<file path="src/rtl/zout_store_arb.sv">
// Round-robin arbiter that shares one PSU store path and TAPU index sequencer between NUM_REQ cores.
// Optional perf counters are enabled with `define ZOUT_STORE_ARB_PERF_EN.
module zout_store_arb #(
  parameter int NUM_REQ    = 4,
  parameter int DEPTH_W    = 7,
  parameter int TAPU_W     = 4,
  parameter int IDX_W      = 3,
  parameter int GAP_CYCLES = 1,
  localparam int SEL_W     = (NUM_REQ > 1) ? $clog2(NUM_REQ) : 1
) (
  input  logic                       clk,
  input  logic                       rst,
  input  logic [NUM_REQ-1:0]         req_valid,
  output logic [NUM_REQ-1:0]         req_ready,
  input  logic [NUM_REQ*DEPTH_W-1:0] req_store_depth,
  input  logic [NUM_REQ*TAPU_W-1:0]  req_tapu_depth,
  output logic [NUM_REQ-1:0]         req_done,
  output logic                       psu_store_en,
  output logic [SEL_W-1:0]           psu_store_sel,
`ifdef ZOUT_STORE_ARB_PERF_EN
  output logic [31:0]                perf_store_beats,
  output logic [31:0]                perf_wait_cycles,
`endif
  output logic [IDX_W-1:0]           tapu_store_idx,
  output logic                       store_last,
  output logic                       busy
);

  localparam logic [1:0] IDLE  = 2'd0;
  localparam logic [1:0] STORE = 2'd1;
  localparam logic [1:0] GAP   = 2'd2;

  logic [1:0]         state;
  logic [SEL_W-1:0]   ptr, sel, grant_idx, ptr_next;
  logic               grant_found, accept, beat_last;
  logic [NUM_REQ-1:0] rot_valid;
  logic [DEPTH_W-1:0] depth_r, beat_cnt, grant_depth;
  logic [TAPU_W-1:0]  tapu_depth_r, tapu_cnt, grant_tapu;
  logic [IDX_W-1:0]   idx;
  logic [3:0]         gap_cnt;
  int                 pos;

  // Rotate the request vector so bit 0 is the pointer, then take the first set bit.
  always_comb begin
    grant_found = 1'b0;
    grant_idx   = '0;
    pos         = 0;
    rot_valid   = NUM_REQ'({req_valid, req_valid} >> ptr);
    for (int j = 0; j < NUM_REQ; j++) begin
      if (!grant_found && rot_valid[j]) begin
        grant_found = 1'b1;
        pos         = int'(ptr) + j;
        if (pos >= NUM_REQ) pos = pos - NUM_REQ;
        grant_idx   = SEL_W'(pos);
      end
    end
  end

  always_comb begin
    grant_depth = '0;
    grant_tapu  = '0;
    for (int i = 0; i < NUM_REQ; i++) begin
      if (grant_idx == SEL_W'(i)) begin
        grant_depth = req_store_depth[i*DEPTH_W +: DEPTH_W];
        grant_tapu  = req_tapu_depth[i*TAPU_W +: TAPU_W];
      end
    end
  end

  // A grant during the reset cycle would be lost, so it is suppressed.
  assign accept    = (state == IDLE) && grant_found && !rst;
  assign ptr_next  = (grant_idx == SEL_W'(NUM_REQ - 1)) ? '0 : grant_idx + 1'b1;
  assign beat_last = (state == STORE) && (beat_cnt == depth_r);

  assign req_ready      = accept ? (NUM_REQ'(1) << grant_idx) : '0;
  assign req_done       = beat_last ? (NUM_REQ'(1) << sel) : '0;
  assign psu_store_en   = (state == STORE);
  assign psu_store_sel  = sel;
  assign tapu_store_idx = idx;
  assign store_last     = beat_last;
  assign busy           = (state == STORE) || (state == GAP);

  always_ff @(posedge clk) begin
    if (rst) begin
      state        <= IDLE;
      ptr          <= '0;
      sel          <= '0;
      depth_r      <= '0;
      tapu_depth_r <= '0;
      beat_cnt     <= '0;
      tapu_cnt     <= '0;
      idx          <= '0;
      gap_cnt      <= '0;
    end else begin
      case (state)
        IDLE: begin
          if (accept) begin
            state        <= STORE;
            sel          <= grant_idx;
            ptr          <= ptr_next;
            depth_r      <= grant_depth;
            tapu_depth_r <= grant_tapu;
            beat_cnt     <= '0;
            tapu_cnt     <= '0;
            idx          <= '0;
          end
        end
        STORE: begin
          beat_cnt <= beat_cnt + 1'b1;
          // The index advances on the beat after the TAPU counter wraps.
          if (tapu_cnt == tapu_depth_r) begin
            tapu_cnt <= '0;
            idx      <= idx + 1'b1;
          end else begin
            tapu_cnt <= tapu_cnt + 1'b1;
          end
          if (beat_last) begin
            state   <= (GAP_CYCLES > 0) ? GAP : IDLE;
            gap_cnt <= '0;
          end
        end
        GAP: begin
          if (gap_cnt == 4'(GAP_CYCLES - 1)) state <= IDLE;
          else gap_cnt <= gap_cnt + 1'b1;
        end
        default: state <= IDLE;
      endcase
    end
  end

`ifdef ZOUT_STORE_ARB_PERF_EN
  always_ff @(posedge clk) begin
    if (rst) begin
      perf_store_beats <= '0;
      perf_wait_cycles <= '0;
    end else begin
      if (psu_store_en && (perf_store_beats != '1))
        perf_store_beats <= perf_store_beats + 1'b1;
      if ((|req_valid) && !(|req_ready) && (perf_wait_cycles != '1))
        perf_wait_cycles <= perf_wait_cycles + 1'b1;
    end
  end
`endif

endmodule
</file>
<file path="config.mk">
export PLATFORM = sky130hd
export DESIGN_NAME = zout_store_arb
export DESIGN_NICKNAME = d
export VERILOG_FILES = /design/src/rtl/zout_store_arb.sv
export SDC_FILE = /design/constraint.sdc
export NUM_CORES = 1
export LEC_CHECK = 0
export BUFFER_PORTS_ARGS = -buffer_cell sky130_fd_sc_hd__buf_2
export CORE_UTILIZATION = 55
export DETAILED_ROUTE_END_ITERATION = 8
export PLACE_DENSITY_LB_ADDON = 0.1
export SETUP_SLACK_MARGIN = 0.02
export SLEW_MARGIN = 5
export SYNTH_ARGS = -nofsm -noshare
export SYNTH_HDL_FRONTEND = slang
export SYNTH_SLANG_ARGS = --single-unit
</file>
<file path="constraint.sdc">
create_clock -name clk -period 4.5 [get_ports clk]
set_clock_uncertainty 0.1 [all_clocks]
set_input_delay 0.45 -clock clk [delete_from_list [all_inputs] [get_ports clk]]
set_output_delay 0.45 -clock clk [all_outputs]
set_load 0.05 [all_outputs]
</file>
# ---- Word-level counts from Yosys, hierarchy flattened
# Index checks and enable logic that the tools add are counted.
dict set report classes {
  add_sub_neg 12
  n_lt_le_gt_ge 4
  n_eq_ne 12
  n_shift 3
  n_mux 38
  n_reduce_logical 21
}
# cell n
set ops {}
lappend ops {{two-way mux 4 bit} 10}
lappend ops {{two-way mux 7 bit} 5}
lappend ops {{two-way mux 2 bit} 12}
lappend ops {{case mux 4 bit (2 select lines)} 2}
lappend ops {{case mux 7 bit (2 select lines)} 1}
lappend ops {{>= comparator 3 bit, second input constant} 3}
lappend ops {{AND reduction 3 bit} 3}
lappend ops {{adder 4 x 1 -> 4 bit, second input constant} 2}
lappend ops {{left shift 1 x 2 -> 4 bit, first input constant} 2}
lappend ops {{right shift 8 x 2 -> 4 bit} 1}
lappend ops {{subtractor 2 x 1 -> 2 bit, second input constant} 4}
lappend ops {{adder 7 x 1 -> 7 bit, second input constant} 1}
lappend ops {{equality test 7 bit} 1}
lappend ops {{adder 2 x 2 -> 3 bit, second input constant} 2}
lappend ops {{equality test 2 bit, second input constant} 3}
lappend ops {{logical AND 1 bit} 6}
lappend ops {{two-way mux 3 bit} 2}
lappend ops {{inequality test 2 x 1 -> 1 bit, second input constant} 3}
lappend ops {{case mux 2 bit (3 select lines)} 1}
lappend ops {{case mux 3 bit (2 select lines)} 1}
lappend ops {{equality test 2 x 1 -> 1 bit, second input constant} 2}
lappend ops {{equality test 4 bit} 1}
lappend ops {{zero test 1 bit} 4}
lappend ops {{zero test 2 bit} 2}
lappend ops {{10 further kinds} 16}
dict set report totals {
  ff_bits 35
  inputBits 50
  out_inout_bits 16
  elab_cells 99
}

# ---- Logic depth before layout (Yosys ltp)
# Gate-level depths: netlist (run 1).
dict set report depth {
  ltp_word 16
  mapped_depth 12
}

# ---- Worst setup path after synthesis (run 1)
# Ideal clock, no wire load.
dict set report synth_path {
  kind {flip-flop to output port}
  startpoint {register state[1]}
  endpoint {output port req_done[2]}
  arrival_ns 2.476
  required_ns 3.950
  setup_slack_ns 1.474
  stages_incl_launch_ff 6
  n_path_buf 1
  path_cell_list {dfxtp_1 > inv_1 > ha_1 > buf_2 > nand3_1 > nor3b_1}
}
dict set report synth_via {
  elab_chain_len 3
}
# item line_no
set synth_rtl {}
lappend synth_rtl {{start: declaration} 33} ;# logic [1:0] state;
lappend synth_rtl {{start signal: assignment} 118} ;# state <= (GAP_CYCLES > 0) ? GAP : IDLE;
lappend synth_rtl {{equality test 2 x 1 -> 1 bit} -}
lappend synth_rtl {{via psu_store_en} 18} ;# output logic psu_store_en,
lappend synth_rtl {{logical AND 1 bit} 73} ;# assign beat_last = (state == STORE) && (beat_cnt == depth_r);
lappend synth_rtl {{two-way mux 4 bit} 76} ;# assign req_done = beat_last ? (NUM_REQ'(1) << sel) : '0;
lappend synth_rtl {{end: declaration} 17} ;# output logic [NUM_REQ-1:0] req_done,
# The timed path passes the listed nets, and every way through them passes these cells.

# ---- Final worst setup path (run 1)
dict set report layout_path {
  startpoint {register ptr[1]}
  endpoint {output port req_ready[3]}
}
# item line_no
set layout_rtl {}
lappend layout_rtl {{start: declaration} 34} ;# logic [SEL_W-1:0] ptr, sel, grant_idx, ptr_next;
lappend layout_rtl {{start signal: assignment} 100} ;# ptr <= ptr_next;
lappend layout_rtl {{parallel branches: the longest is 10 deep, another holds adder 2 x 1 -> 3 bit} -}
lappend layout_rtl {{two-way mux 2 bit *} 50} ;# if (!grant_found && rot_valid[j]) begin
lappend layout_rtl {{via grant_idx[0]} 34}
lappend layout_rtl {{left shift 1 x 2 -> 4 bit *} 75} ;# assign req_ready = accept ? (NUM_REQ'(1) << grant_idx) : '0;
lappend layout_rtl {{two-way mux 4 bit *} 75}
lappend layout_rtl {{end: declaration} 14} ;# output logic [NUM_REQ-1:0] req_ready,
# Mark *: on every way through the listed nets, which the timed path passes.

==> results of run 1 <==
power breakdown:
group	switching, mW	leakage, nW	internal [mW]
combinational	0.512	0.873	0.283
clock	0.107	0.0515	0.140
sequential	0.0547	0.286	0.377
total	0.673	1.21	0.800
per-stage QoR:
stage / hold slack (ns) / setup slack, ns / util (%) / area, um^2 / std cells
global placement: 0.362 / 1.43 / 67.5 / 2530 / 373
detailed placement: 0.372 / 1.42 / 67.5 / 2530 / 373
global route: 0.366 / 0.990 / 70.2 / 2630 / 381
CTS: 0.349 / 1.23 / 70.2 / 2630 / 381
finish: 0.353 / 1.26 / 70.2 / 2630 / 381
floorplan: 0.351 / 1.47 / - / 2190 / 273
state kept, by name (all words and copies together), names as in the netlist, 3 cells and up:
name,count
beat_cnt,7
tapu_cnt,4
tapu_store_idx,3
gap_cnt,4
depth_r,7
tapu_depth_r,4
cell type report:
| cell class | instances | area [um^2] |
|---|---|---|
| Multi-Input combinational cell | 212 | 1390 |
| Fill cell | 346 | 1110 |
| Sequential cell | 35 | 701 |
| Timing Repair Buffer | 66 | 333 |
| Clock buffer | 8 | 100 |
| Tap cell | 48 | 60.1 |
| Inverter | 12 | 45.0 |
cells in the mapped netlist (4+ instances only):
cell type	count
nand2_1	18
o21ai_0	20
nor2b_1	12
inv_1	12
mux2i_1	4
nor3_1	16
clkbuf_1	13
xor2_1	16
a221oi_1	11
dfxtp_1	35
a21oi_1	36
and3_1	8
nand4_1	4
nor2_1	18
ha_1	13
layer usage:
| metal | routed length (um) | track usage [%] | share of wire (%) | up-vias |
|---|---|---|---|---|
| li1 | - | - | - | 1105 |
| met1 | 2240 | 29.3 | 46 | 1026 |
| met2 | 2430 | 43.9 | 50 | 36 |
| met3 | 136 | 4.69 | 2.8 | 12 |
| met4 | 95 | 9.51 | 1.9 | 0 |
| met5 | 0 | 0 | 0 | - |
worst register-to-register path: cells and delay by family (launching register included):
kind,cells,cell delay [ns]
and+or+nand+nor,5,0.90
AOI/OAI and AO/OA,3,0.55
DFF,1,0.42
adders and majority gates,1,0.40
muxes,1,0.21
buffers and inverters,1,0.11
layout by cell type, fill, tap and decap left out, drive strengths merged, types with 2 or more instances in the layout:
cell     n
or4      2
ha      13
nor4     2
buf     66
nand2   19
inv     12
a221oi  11
nor2    18
mux2i    4
clkbuf   8
nor3    16
nand2b   3
o41ai    2
and3     8
dfxtp   35
a21boi   2
nor3b    2
or3      4
o21ai   20
a21oi   36
o21a     3
nand3    2
xor2    16
nand4    4
nor2b   12
kinds of logic (layout without fill, tap and decap cells):
group / after synthesis / after routing / synth area share (%)
xor+xnor: 16 / 16 / 6.40
compound gates: 84 / 84 / 25.0
mux: 4 / 4 / 1.83
flops: 35 / 35 / 32.0
simple gates: 95 / 95 / 22.9
fa+ha+maj: 13 / 13 / 7.43
buf+inv: 26 / 86 / 4.51
worst min path at each step:
stage                     slack [ns]                end                start
after floorplan                 0.35           state[1]             state[1]
after global placement          0.36  tapu_store_idx[1]    tapu_store_idx[1]
after detailed placement        0.37  tapu_store_idx[1]    tapu_store_idx[1]
after CTS                       0.35    tapu_depth_r[2]   req_tapu_depth[14]
after global routing            0.37         depth_r[3]  req_store_depth[24]
final                           0.35         depth_r[1]  req_store_depth[22]
==> results.yml, run 1 <==
global_routing:
  grt.overflow.total: 0
  antenna_found_initial: 0
  grt_first_pass_wirelength_mm: 8.29
  first_global_vias: 1991
  grt_max_degree: 32
  grtUsageTotal_pct: 24.7
synth:
  synth-seq-cells: 35
  synth_area_leaders: "dfxtp_1 (32%), a21oi_1 (8.2%), ha_1 (7.4%), xor2_1 (6.4%), o21ai_0 (4.6%)"
  yosys.cell_types.count: 42
  avgSynthCellArea_um2: 8.02
  synth_area_um2: 2190
  yosys.area.top_type_share_pct: 32.0
  seq_area_frac_synth_pct: 32.0
  synthArstFlopShare_pct: 0
  synthFlopType: "dfxtp_1"
  yosysTopAreaCell: "dfxtp_1"
  syn_inst: 273
  syn_nets: 336
  synth_edf_count: 0
  yosysWarningCount: 0
cts:
  postCtsSetupBuffers: 0
  cts_tree: "built"
  cts_buffer_depth: 2
  h-tree-depth: 2
  cts.sinks: 35
  numCtsBuffers: 5
  clk_pin_slew_ns: 0.06
  cts.hold.buffers_added: 0
  root_buffer: "clkbuf_8"
  cts_resized: 0
  insertion_delay_ns: 0.29
finish:
  area_growth_pct: 20.1
  post_route_cells_drive_above_1_share_pct: 24.0
  nets: 395
  antenna_cells: 0
setup_path:
  critPathBufInv: 2
  end_kind: "primary output"
  crit_required_ns: 3.95
  rr_worst_depth: 11
  crit_path_end: "req_ready[3]"
  r2r_slack_ns: 1.69
  critPathSlowestCell: "ha_1"
  reg2reg_to: "tapu_depth_r[1]"
  slowest_delay_ns: 0.61
  crit_chain: "mux2i_1 -> nor2_1 -> nor3_1 -> nand2b_1 -> inv_1 -> ha_1 -> and3_1 -> buf_2"
  path_max_fanout: 24
  crit_cells: 8
  worstPathArrival_ns: 2.69
  critPathLaunchType: "flip-flop"
  worstSetupPathType: "reg2out"
  r2r_start: "ptr[1]"
  path_delay_family: "simple AND/OR/NAND/NOR gates"
  crit_start: "ptr[1]"
detailed_routing:
  drtPass1Iterations: 4
  routed_wl_mm: 4.90
  ant_nets: 0
  vias_per_cell: 5.72
  drc: 0
  drt_iter0_drc: 85
  vias: 2179
  wl_per_cell_um: 12.9
flow_run:
  drv_cap: 0
floorplan:
  die_w_um: 65.1
  num_io_pins: 66
  die_h_um: 65.1
  initial_utilization_pct: 58.5
  coreArea_um2: 3740
  rows: 22
  dieArea_um2: 4240
worst_hold_path:
  hold_class: "in2reg"
  holdPathStages: 3
sta:
  fmax_mhz: 309
  slew_violations: 0
  worst_slew_pin_slew_ns: 0.741
  finalCritPeriodShare_pct: 71.9
  max-slew-margin-rel_pct: 50.5
  finalHoldViolCount: 0
  finalCriticalPeriod_ns: 3.24
  finalSetupViolCount: 0
  fin_tns_setup_ns: 0
  rsz0062_at_grt: "no"
place:
  post-dp-hpwl_mm: 3.65
  gp_congestion: 0.812
  port_buffers: 65
power:
  total_power_mw: 1.47
  power_density_nw_per_um2: 560
  peakVddDrop_mv: 0.283
  total_leakage_power_nw: 1.21
status:
  run_status: "finished, final reports clean"
Note: power is estimated with default switching activity, not from simulation.
==> run 2, diff against run 1 <==
Settings changed: CORE_UTILIZATION 55 to 52.
Clock period 4.5 ns to 3.25 ns, I/O delays scaled along.
==> run 2 against run 1 <==
Against the previous run:
- combinational power increased by 43%
- critical path depth unchanged
- worst hold slack got worse by 0.13 ns
- sequential power rose by 38%
- sequential share of layout area shrank 0.076 points
- register-to-register slack lost 1.2 ns
- utilization shrank 4.8 points
- first-iteration DRC count is 12% higher
- clock power is 16% higher
- via count shrank 3.1%
- cell count increased by 1.0%
- critical path type unchanged
- highest routed layer unchanged
==> results.yml, run 2 (synthesis gave the netlist of run 1 again) <==
global_routing:
  grt_first_pass_wirelength_mm: 8.46
  grt.overflow.total: 0
  first_global_vias: 2031
  grt_use_met3_pct: 5.14
  gr-usage-met2_pct: 44.3
  grtUsageMet1_pct: 28.4
  grt_max_degree: 27
  busiest_layer: "met2"
  grtUsageTotal_pct: 24.8
  antenna_found_initial: 0
sta:
  rsz0062_at_grt: "no"
  finalCriticalPeriod_ns: 2.86
  worst_slew_pin_slew_ns: 0.690
  finalHoldViolCount: 0
  max-slew-margin-rel_pct: 53.5
  finalCritPeriodShare_pct: 88.0
  whs_ns: 0.226
  finalSetupViolCount: 0
  fmax_mhz: 350
  slew_violations: 0
  fin_tns_setup_ns: 0
cts:
  insertion_delay_ns: 0.29
  postCtsSetupBuffers: 0
  numCtsBuffers: 5
  h-tree-depth: 2
  cts.sinks: 35
  cts_tree: "built"
  cts_buffer_depth: 2
  clk_pin_slew_ns: 0.06
  root_buffer: "clkbuf_8"
detailed_routing:
  ant_nets: 0
  routed_wl_mm: 5.05
  drc: 0
  vias: 2112
  drt_iter0_drc: 95
  wl_per_cell_um: 13.1
  vias_per_cell: 5.49
  drtPass1Iterations: 4
setup_path:
  critPathSlowestCell: "ha_1"
  critPathBufInv: 2
  reg2reg_to: "tapu_depth_r[2]"
  path_max_fanout: 13
  critPathLaunchType: "flip-flop"
  r2r_slack_ns: 0.45
  path_delay_family: "simple AND/OR/NAND/NOR gates"
  end_kind: "primary output"
  worstSetupPathType: "reg2out"
  worstPathArrival_ns: 2.43
  r2r_start: "ptr[1]"
  crit_required_ns: 2.82
  rr_worst_depth: 12
  slowest_delay_ns: 0.43
  crit_chain: "mux2i_1 -> nor2_1 -> nor3_1 -> nand2b_1 -> inv_1 -> ha_1 -> and3_1 -> buf_2"
finish:
  antenna_cells: 0
  area_growth_pct: 20.4
  reg_top3: "beat_cnt: 7 flops, depth_r: 7 flops"
  nets: 399
  final_common_cell: "buf_2"
  final_cell_mix: "buf_2 (65), a21oi_1 (36), dfxtp_1 (35), o21ai_0 (20)"
  fin_util_pct: 65.4
  post_route_cells_drive_above_1_share_pct: 24.8
flow_run:
  drv_cap: 0
floorplan:
  die_w_um: 66.9
  dieArea_um2: 4470
  coreArea_um2: 4030
  initial_utilization_pct: 54.3
  rows: 23
  die_h_um: 66.9
  num_io_pins: 66
status:
  run_status: "finished, final reports clean"
place:
  gp_congestion: 0.843
  post-dp-hpwl_mm: 3.72
  port_buffers: 65
worst_hold_path:
  hp-start: "req_store_depth[25]"
  holdPathStages: 3
  hold_end: "depth_r[4]"
  hold_class: "in2reg"
power:
  total_leakage_power_nw: 1.21
  power_density_nw_per_um2: 766
  peakVddDrop_mv: 0.346
-- run 2: area by class of cell --
cell class	instances	area, um^2
repair buffers	70	363
inverters	12	45.0
clock buffers	6	72.6
fillers	372	1390
multi-input cells	212	1390
flip-flops and latches	35	701
well taps	50	62.6
-- run 2: how the worst max path moves through the flow --
stage | start | endpoint | slack, ns | depth (start not counted)
2_1_floorplan | state[1] | req_done[2] | 0.35 | 5
3_3_place_gp | req_valid[3] | req_ready[3] | 0.52 | 9
3_5_place_dp | req_valid[3] | req_ready[3] | 0.45 | 9
4_1_cts | ptr[1] | req_ready[3] | 0.16 | 8
5_1_grt | ptr[1] | depth_r[6] | 0.17 | 12
6_report | ptr[1] | req_ready[1] | 0.39 | 8
-- run 2: report_power, final --
part | internal [mW] | leakage (nW) | switching (mW)
Sequential | 0.522 | 0.286 | 0.0744
Combinational | 0.413 | 0.892 | 0.724
Clock | 0.143 | 0.0371 | 0.144
-- run 2: repair_timing --
| item | 4_1_cts | 5_1_grt |
|---|---|---|
| hold endpoints to repair | 0 | 0 |
| hold buffers | 0 | 0 |
| endpoints found under the setup margin | 0 | 1 |
| resized for setup | 0 | 1 |
-- run 2: layer usage --
layer | vias to the layer above | routed length [um]
li1 | 1111 | -
met5 | - | 0
met4 | 0 | 87
met3 | 10 | 209
met1 | 945 | 2300
met2 | 46 | 2450
-- run 2: per-stage QoR --
stage	cells	setup WS, ns	power (mW)	cell area [um^2]
floorplan	273	0.349	1.48	2190
global placement	379	0.516	1.72	2560
detailed placement	379	0.452	1.74	2560
CTS	385	0.157	2.03	2630
global route	385	0.173	2.19	2640
finish	385	0.392	2.02	2640
-- run 2: worst register-to-register path, delay by kind of cell (launching register included) --
| kind | cells | cell delay, ns |
|---|---|---|
| DFF | 1 | 0.42 |
| adders and majority gates | 1 | 0.43 |
| muxes | 1 | 0.22 |
| and+or+nand+nor | 5 | 0.67 |
| AOI/OAI and AO/OA | 3 | 0.56 |
| buffers and inverters | 2 | 0.29 |
==> run 3, diff against run 2 <==
Settings changed: BUFFER_PORTS_ARGS -buffer_cell sky130_fd_sc_hd__buf_2 to -buffer_cell sky130_fd_sc_hd__buf_4.
==> run 3 against run 2 <==
Against the previous run:
- design area grew 7.2%
- critical path depth is the same
- die area is the same
- total power grew 4.2%
- highest routed layer unchanged
==> results.yml, run 3 (synthesis gave the netlist of run 1 again) <==
detailed_routing:
  ant_nets: 0
  vias_per_cell: 5.54
  drc: 0
  vias: 2143
  drtPass1Iterations: 6
  wl_per_cell_um: 13.2
  routed_wl_mm: 5.10
  drt_iter0_drc: 100
finish:
  antenna_cells: 0
  area_growth_pct: 29.1
  final_cell_mix: "buf_4 (70), a21oi_1 (36), dfxtp_1 (35), o21ai_0 (20)"
  final_common_cell: "buf_4"
  nets: 399
  layout.cells.non_filler: 387
  post_route_cells_drive_above_1_share_pct: 25.2
  reg_top3: "beat_cnt: 7 flops, depth_r: 7 flops"
sta:
  finalHoldViolCount: 0
  worst_slack_ns: 0.463
  finalCriticalPeriod_ns: 2.79
  fmax_mhz: 359
  max-slew-margin-rel_pct: 56.4
  finalCritPeriodShare_pct: 85.8
  slew_violations: 0
  worst_slew_pin_slew_ns: 0.647
  rsz0062_at_grt: "no"
  finalSetupViolCount: 0
  fin_tns_setup_ns: 0
worst_hold_path:
  hold_class: "in2reg"
power:
  p_comb_share_pct: 55.5
  p_switching_mw: 0.939
  switching_share_pct: 44.6
  clkPwrFrac_pct: 16.1
  power_density_nw_per_um2: 744
  internal_power_mw: 1.17
  total_leakage_power_nw: 1.27
  peakVddDrop_mv: 0.365
  seq_power_share_pct: 28.5
setup_path:
  worstSetupPathType: "reg2out"
  worstPathArrival_ns: 2.36
  critPathLaunchType: "flip-flop"
  crit_required_ns: 2.82
  end_kind: "primary output"
  path_max_fanout: 13
global_routing:
  antenna_found_initial: 0
  grt.overflow.total: 0
  grtUsageTotal_pct: 24.1
  grt_max_degree: 27
  first_global_vias: 1907
  grt_first_pass_wirelength_mm: 8.18
cts:
  cts_buffer_depth: 2
  cts.sinks: 35
  h-tree-depth: 2
  cts_tree: "built"
  insertion_delay_ns: 0.28
  clk_pin_slew_ns: 0.07
  root_buffer: "clkbuf_8"
  numCtsBuffers: 5
place:
  post-dp-hpwl_mm: 3.84
  place_inst: 379
  gp_congestion: 0.827
  dpl_worst_slack_ns: 0.508
  port_buffers: 65
floorplan:
  die_h_um: 66.9
  dieArea_um2: 4470
  initial_utilization_pct: 54.3
  die_w_um: 66.9
  rows: 23
  num_io_pins: 66
  coreArea_um2: 4030
flow_run:
  drv_cap: 0
status:
  run_status: "finished, final reports clean"
run 3: cell count changes in the layout (fill, tap and decap cells not counted), sizes merged:
cell | before | now
clkbuf | 6 | 8
run 3: metrics by stage:
step,utilization (%),hold WS [ns],power [mW],cell area [um^2]
global placement,67.6,0.364,1.76,2720
detailed placement,67.6,0.373,1.77,2720
finish,70.2,0.233,2.10,2830
CTS,70.1,0.229,2.12,2820
global route,70.2,0.230,2.28,2830
floorplan,-,0.351,1.48,2190
run 3: worst paths after layout:
check                                    startpoint                end  slack [ns]  cells past startpoint
worst max-delay path                         ptr[1]       req_ready[1]        0.46                      8
worst min-delay path            req_store_depth[23]         depth_r[2]        0.23                      3
worst max register to register               ptr[1]         depth_r[0]        0.48                     12
worst min register to register    tapu_store_idx[1]  tapu_store_idx[1]        0.38                      2
run 3: per-layer routing:
metal  vias up  share of wire [%]  wire [um]  track usage (%)
met5         -                  0          0                0
met4         0               0.65         33             6.91
met3         4                2.6        133             4.45
met2        35                 53       2680             44.4
met1       990                 44       2260             27.8
li1       1114                  -          -                -
run 3: worst max-delay path, cell delays in order, from the launching register on:
cell	delay, ns
dfxtp_1	0.43
mux2i_1	0.21
nor2_1	0.05
nor3_1	0.27
nand2b_1	0.15
inv_1	0.11
ha_1	0.44
and3_1	0.23
buf_4	0.19
run 3: area by class of cell:
type                       count  area (um^2)
sequential                    35          701
tap                           50         62.6
inverter                      12         45.0
multi-input combinational    212         1390
timing repair buffer          70          526
clock buffer                   8          100
fill                         348         1200
run 3: what timing repair did:
item	CTS	global route
setup buffers	0	0
endpoints found under the setup margin	0	1
resized for setup	0	1
hold buffers	0	0
run 3: power by group through the flow:
| stage | registers, mW | clock network (mW) | logic, mW |
|---|---|---|---|
| floorplan | 0.633 | 0 | 0.846 |
| global placement | 0.606 | 0 | 1.15 |
| detailed placement | 0.609 | 0 | 1.16 |
| CTS | 0.599 | 0.346 | 1.17 |
| global route | 0.610 | 0.363 | 1.30 |
| finish | 0.600 | 0.338 | 1.17 |
